$ cat config.mk
export PLATFORM = sky130hd
export DESIGN_NAME = alu_issue_ctrl
export DESIGN_NICKNAME = d
export VERILOG_FILES = /design/src/rtl/alu_issue_ctrl.sv
export SDC_FILE = /design/constraint.sdc
export NUM_CORES = 1
export LEC_CHECK = 0
export BUFFER_PORTS_ARGS = -buffer_cell sky130_fd_sc_hd__buf_2
export CORE_UTILIZATION = 35
export DETAILED_ROUTE_END_ITERATION = 12
export SLEW_MARGIN = 20
export SYNTH_ARGS = -nofsm -noshare
export SYNTH_HDL_FRONTEND = slang
export SYNTH_SLANG_ARGS = --single-unit
$ cat constraint.sdc
create_clock -name clk -period 7.8 [get_ports clk]
set_clock_uncertainty 0.15 [all_clocks]
set_input_delay 1.17 -clock clk [delete_from_list [all_inputs] [get_ports clk]]
set_output_delay 1.17 -clock clk [all_outputs]
set_load 0.005 [all_outputs]
$ cat src/rtl/alu_issue_ctrl.sv
// rtl/alu_issue_ctrl.sv - command FIFO and issue sequencer for the 8-bit combinational ALU (optional ALU_ISSUE_STATS_EN)
module alu_issue_ctrl #(
    parameter int FIFO_DEPTH    = 4,
    parameter int SETTLE_CYCLES = 1
) (
    input  logic       clk,
    input  logic       rst,
    input  logic       cmd_valid,
    output logic       cmd_ready,
    input  logic [7:0] cmd_a,
    input  logic [7:0] cmd_b,
    input  logic [2:0] cmd_op,
    output logic [7:0] alu_a,
    output logic [7:0] alu_b,
    output logic [2:0] alu_op,
    output logic       alu_c_in,
    input  logic [7:0] alu_r,
    output logic       res_valid,
    input  logic       res_ready,
    output logic [7:0] res_data,
    output logic [2:0] res_op,
`ifdef ALU_ISSUE_STATS_EN
    output logic [15:0] stat_issued,
    output logic [7:0]  stat_err,
`endif
    output logic       res_err
);

    localparam int AW = (FIFO_DEPTH > 1) ? $clog2(FIFO_DEPTH) : 1;
    localparam logic [2:0] OP_SUB  = 3'd1;
    localparam logic [2:0] OP_RSVD = 3'd7;

    typedef enum logic [1:0] {
        S_IDLE,
        S_SETTLE,
        S_DONE,
        S_OUT
    } state_t;

    state_t state, state_nxt;

    logic [18:0]   mem [FIFO_DEPTH];
    logic [AW-1:0] wr_ptr, rd_ptr;
    logic [AW:0]   count;
    logic          fifo_full, fifo_empty;
    logic          push, pop;
    logic [7:0]    head_a, head_b;
    logic [2:0]    head_op;
    logic [3:0]    cnt;
    logic          capture_alu, capture_err, handshake;

    assign fifo_full  = (count == (AW+1)'(FIFO_DEPTH));
    assign fifo_empty = (count == '0);
    assign cmd_ready  = !fifo_full;
    assign push       = cmd_valid && cmd_ready;
    assign handshake  = res_valid && res_ready;
    assign {head_a, head_b, head_op} = mem[rd_ptr];

    // Command storage; entries need no reset since occupancy is tracked by count
    always_ff @(posedge clk) begin
        if (push) begin
            mem[wr_ptr] <= {cmd_a, cmd_b, cmd_op};
        end
    end

    // FIFO pointers and occupancy; a push is only visible to pop from the next cycle
    always_ff @(posedge clk) begin
        if (rst) begin
            wr_ptr <= '0;
            rd_ptr <= '0;
            count  <= '0;
        end else begin
            if (push) wr_ptr <= wr_ptr + AW'(1);
            if (pop)  rd_ptr <= rd_ptr + AW'(1);
            case ({push, pop})
                2'b10:   count <= count + (AW+1)'(1);
                2'b01:   count <= count - (AW+1)'(1);
                default: count <= count;
            endcase
        end
    end

    // Sequencer state register
    always_ff @(posedge clk) begin
        if (rst) state <= S_IDLE;
        else     state <= state_nxt;
    end

    // Next-state selection; a popped reserved opcode skips the settle wait
    always_comb begin
        state_nxt = state;
        case (state)
            S_IDLE: begin
                if (!fifo_empty)
                    state_nxt = (head_op == OP_RSVD) ? S_DONE : S_SETTLE;
            end
            S_SETTLE: begin
                if (cnt == 4'd0) state_nxt = S_OUT;
            end
            S_DONE: state_nxt = S_OUT;
            S_OUT: begin
                if (res_ready) begin
                    if (!fifo_empty)
                        state_nxt = (head_op == OP_RSVD) ? S_DONE : S_SETTLE;
                    else
                        state_nxt = S_IDLE;
                end
            end
            default: state_nxt = S_IDLE;
        endcase
    end

    // Control strobes: when to pop the FIFO and when to capture a result
    always_comb begin
        pop         = 1'b0;
        capture_alu = 1'b0;
        capture_err = 1'b0;
        case (state)
            S_IDLE:   pop = !fifo_empty;
            S_SETTLE: capture_alu = (cnt == 4'd0);
            S_DONE:   capture_err = 1'b1;
            S_OUT:    pop = res_ready && !fifo_empty;
            default:  pop = 1'b0;
        endcase
    end

    // ALU operand registers, settle counter and result register
    always_ff @(posedge clk) begin
        if (rst) begin
            alu_a     <= '0;
            alu_b     <= '0;
            alu_op    <= '0;
            alu_c_in  <= 1'b0;
            cnt       <= '0;
            res_valid <= 1'b0;
            res_data  <= '0;
            res_op    <= '0;
            res_err   <= 1'b0;
        end else begin
            if (pop) begin
                alu_a    <= head_a;
                alu_b    <= head_b;
                alu_op   <= head_op;
                alu_c_in <= (head_op == OP_SUB);
                cnt      <= 4'(SETTLE_CYCLES - 1);
            end else if (state == S_SETTLE && cnt != 4'd0) begin
                cnt <= cnt - 4'd1;
            end

            if (capture_alu) begin
                res_data  <= alu_r;
                res_op    <= alu_op;
                res_err   <= 1'b0;
                res_valid <= 1'b1;
            end else if (capture_err) begin
                res_data  <= '0;
                res_op    <= OP_RSVD;
                res_err   <= 1'b1;
                res_valid <= 1'b1;
            end else if (handshake) begin
                res_valid <= 1'b0;
            end
        end
    end

`ifdef ALU_ISSUE_STATS_EN
    // Saturating counters of delivered results and of reserved-opcode results
    always_ff @(posedge clk) begin
        if (rst) begin
            stat_issued <= '0;
            stat_err    <= '0;
        end else if (handshake) begin
            if (stat_issued != '1)        stat_issued <= stat_issued + 16'd1;
            if (res_err && stat_err != '1) stat_err   <= stat_err + 8'd1;
        end
    end
`endif

endmodule

==> flow_summary.toml <==
[outcome]
outcome = "complete, no violations"

[synthesis]
syn_inst = 340
synth_compound_area_frac = 0.0529
ys_ff_latch = 124
synthAdderAreaFrac = 0.0329
ys.flop_type = "edfxtp_1"
async_flop_share = 0
synth_top_family_by_area = "simple AND/OR/NAND/NOR gates"
synth.mux.area_fraction = 0.0962
synth.avg_cell_area_sq_um = 14.1
synth_edf_count = 76
yosys_warnings = 0
seq_area_frac_synth = 0.676
yosysUniqueCellTypes = 34
syn_nets = 383
synthSimpleGateAreaFrac = 0.100
synth_xor_area_frac = 0.0110
syn_area_sq_um = 4800

[die]
core_area_sq_um = 13300
die_w_microns = 119
io_pins = 65
initial_core_util = 0.361
die_area_sq_um = 14200
die_y_microns = 119
rows = 42

[timing]
worst_slew_pin_slew_ns = 1.07
setup_viol = 0
fin_setup_tns_ns = 0
worst_hold_slack_ns = 0.312
hold_viol_final = 0
timing.final.crit_share = 0.474
slew_violations = 0
max-slew-margin-rel = 0.287
fmax_mhz = 271
rsz0062_at_grt = "no"
min_period_ns = 3.70

[pwr]
switchingPower_uw = 598
p_clk_frac = 0.366
intPower_mw = 1.46
p_leak_nw = 2.15
switching_share = 0.291
ir_drop_mv = 0.217
p_comb_frac = 0.210
seqPwrFrac = 0.424
p_per_area_nw_per_um2 = 352

[clock_network]
clockBufferDepth = 2
clk_latency_ns = 0.41
numCtsBuffers = 17
cts.sink_count = 124
ctsHoldBuffers = 0
htree_levels = 4
postCtsSetupRepairBufs = 0
post_cts_resized = 0
cts_tree = "done"
cts_root_buf = "clkbuf_16"
clk_pin_slew_ns = 0.06

[finish]
utilization = 0.439
antenna_cells = 0
drive_gt1_frac = 0.268
nets = 451
final-seq-area_sq_um = 3240
area_growth_pct = 21.7
multi_input_comb_area_sq_um = 1410
fillers = 1188

[global_routing]
grt_pass1_wl_microns = 14700
antenna_found_initial = 1
grt_pass1_vias = 2856
grt-ovfl-total = 0
grt.total_usage = 0.140
grt_max_degree = 48

[drt]
ant_nets = 0
drt-wirelength-per-cell_microns = 15.5
drc = 0
via_count = 2876
routed_via_density = 4.82
wirelength_microns = 9270
dr.pass1.iters = 4
drtIter0Drc = 122

[job]
cap_violations = 0

[critical_path]
worstSetupStartpoint = "res_ready"
reg2reg_slack_ns = 4.16
regToRegEndpoint = "count[2]$_SDFFE_PP0P_"
crit_path_start_kind = "input pin"
crit_type = "in2reg"
critPathMaxFanout = 26
end_kind = "flip-flop"
cp.arrival_ns = 3.88
worst-r2r-cell-count = 10
crit-reg2reg-launch = "state[0]$_SDFFE_PP0P_"
crit_required_ns = 7.98

[place]
dpl.hpwl_microns = 5740
io_buffer_count = 64
routabilityCongestion = 0.684

[worst_hold_path]
timing.hold.worst.start = "alu_b[2]$_SDFFE_PP0P_"
whs_path_depth = 2
min_to = "alu_b[2]$_SDFFE_PP0P_"
hold_path.class = "reg2reg"
-- power by group through the flow --
stage	Sequential (mW)	Clock, mW	Combinational, mW
floorplan	0.868	0	0.311
global placement	0.882	0	0.422
detailed placement	0.887	0	0.441
CTS	0.875	0.764	0.442
global route	0.885	0.792	0.488
finish	0.873	0.752	0.432
-- how the worst max path moves through the flow --
| stage | endpoint |
|---|---|
| 2_1_floorplan | count[2]$_SDFFE_PP0P_ |
| 4_1_cts | count[2]$_SDFFE_PP0P_ |
| 3_3_place_gp | count[2]$_SDFFE_PP0P_ |
| 6_report | count[2]$_SDFFE_PP0P_ |
| 5_1_grt | count[2]$_SDFFE_PP0P_ |
| 3_5_place_dp | count[2]$_SDFFE_PP0P_ |
-- layer usage --
metal | global-route usage | part of all wire | up-vias
met5 | 0 | 0.0015 | -
met4 | 0.0562 | 0.014 | 2
met3 | 0.0570 | 0.054 | 13
met2 | 0.225 | 0.49 | 77
met1 | 0.167 | 0.44 | 1400
li1 | - | - | 1384
-- sequential cells by signal (all words and copies together) (netlist names), named ones only --
| signal | flops |
|---|---|
| mem | 76 |
| alu_a | 8 |
| alu_b | 8 |
| res_data | 8 |
| cnt | 4 |
| alu_op | 3 |
| count | 3 |
| res_op | 3 |
| rd_ptr | 2 |
| state | 2 |
| wr_ptr | 2 |
| alu_c_in | 1 |
| res_err | 1 |
| res_valid | 1 |
-- stage by stage --
step	power, mW	cells	setup WS, ns	area [sq um]
floorplan	1.18	340	4.54	4800
global placement	1.30	565	3.77	5260
detailed placement	1.33	565	3.66	5260
CTS	2.08	597	4.08	5840
global route	2.16	597	3.89	5840
finish	2.06	597	4.10	5840
-- cells in the final DEF (no fill, tap or decap), drive strengths merged, types with 11 or more instances in the layout --
cell type,Yosys,routed
nor3,13,13
ha,11,11
buf,6,66
nor2,14,14
mux4,19,19
nand2,51,51
edfxtp,76,76
clkbuf,11,17
dfxtp,48,48
inv,15,17
a21oi,35,35
-- worst max-delay path: stages --
cell	delay (ns)
buf_2	0.09
a21oi_1	0.06
or3_1	0.69
inv_2	0.55
ha_1	0.27
inv_1	0.06
fa_1	0.37
xor2_1	0.16
or3_1	0.30
a21oi_1	0.14
-- cell usage after synthesis, types with 8 or more instances --
library cell	count	area, sq um
mux4_1	9	236
nand2_1	51	191
ha_1	11	138
nor2_1	14	52.6
clkbuf_1	10	37.5
mux4_2	10	225
dfxtp_1	48	961
nor3_1	13	65.1
inv_1	14	52.6
edfxtp_1	76	2280
a21oi_1	35	175
nand3b_1	8	60.1
-- cell families after synthesis --
family                   after synthesis
flip-flops                           124
AND/OR/NAND/NOR                      103
buffers and inverters                 32
adder cells (fa/ha/maj)               12
AO/OA/AOI/OAI                         44
multiplexers                          19
XOR/XNOR                               6
-- final cells by class --
type	count	area share
Tap cell	176	0.0377
Inverter	15	0.00964
Sequential cell	124	0.556
Timing Repair Buffer	66	0.0574
Clock inverter	15	0.0253
Clock buffer	17	0.0729
Multi-Input combinational cell	184	0.242
(Power assumes the default switching activity.)
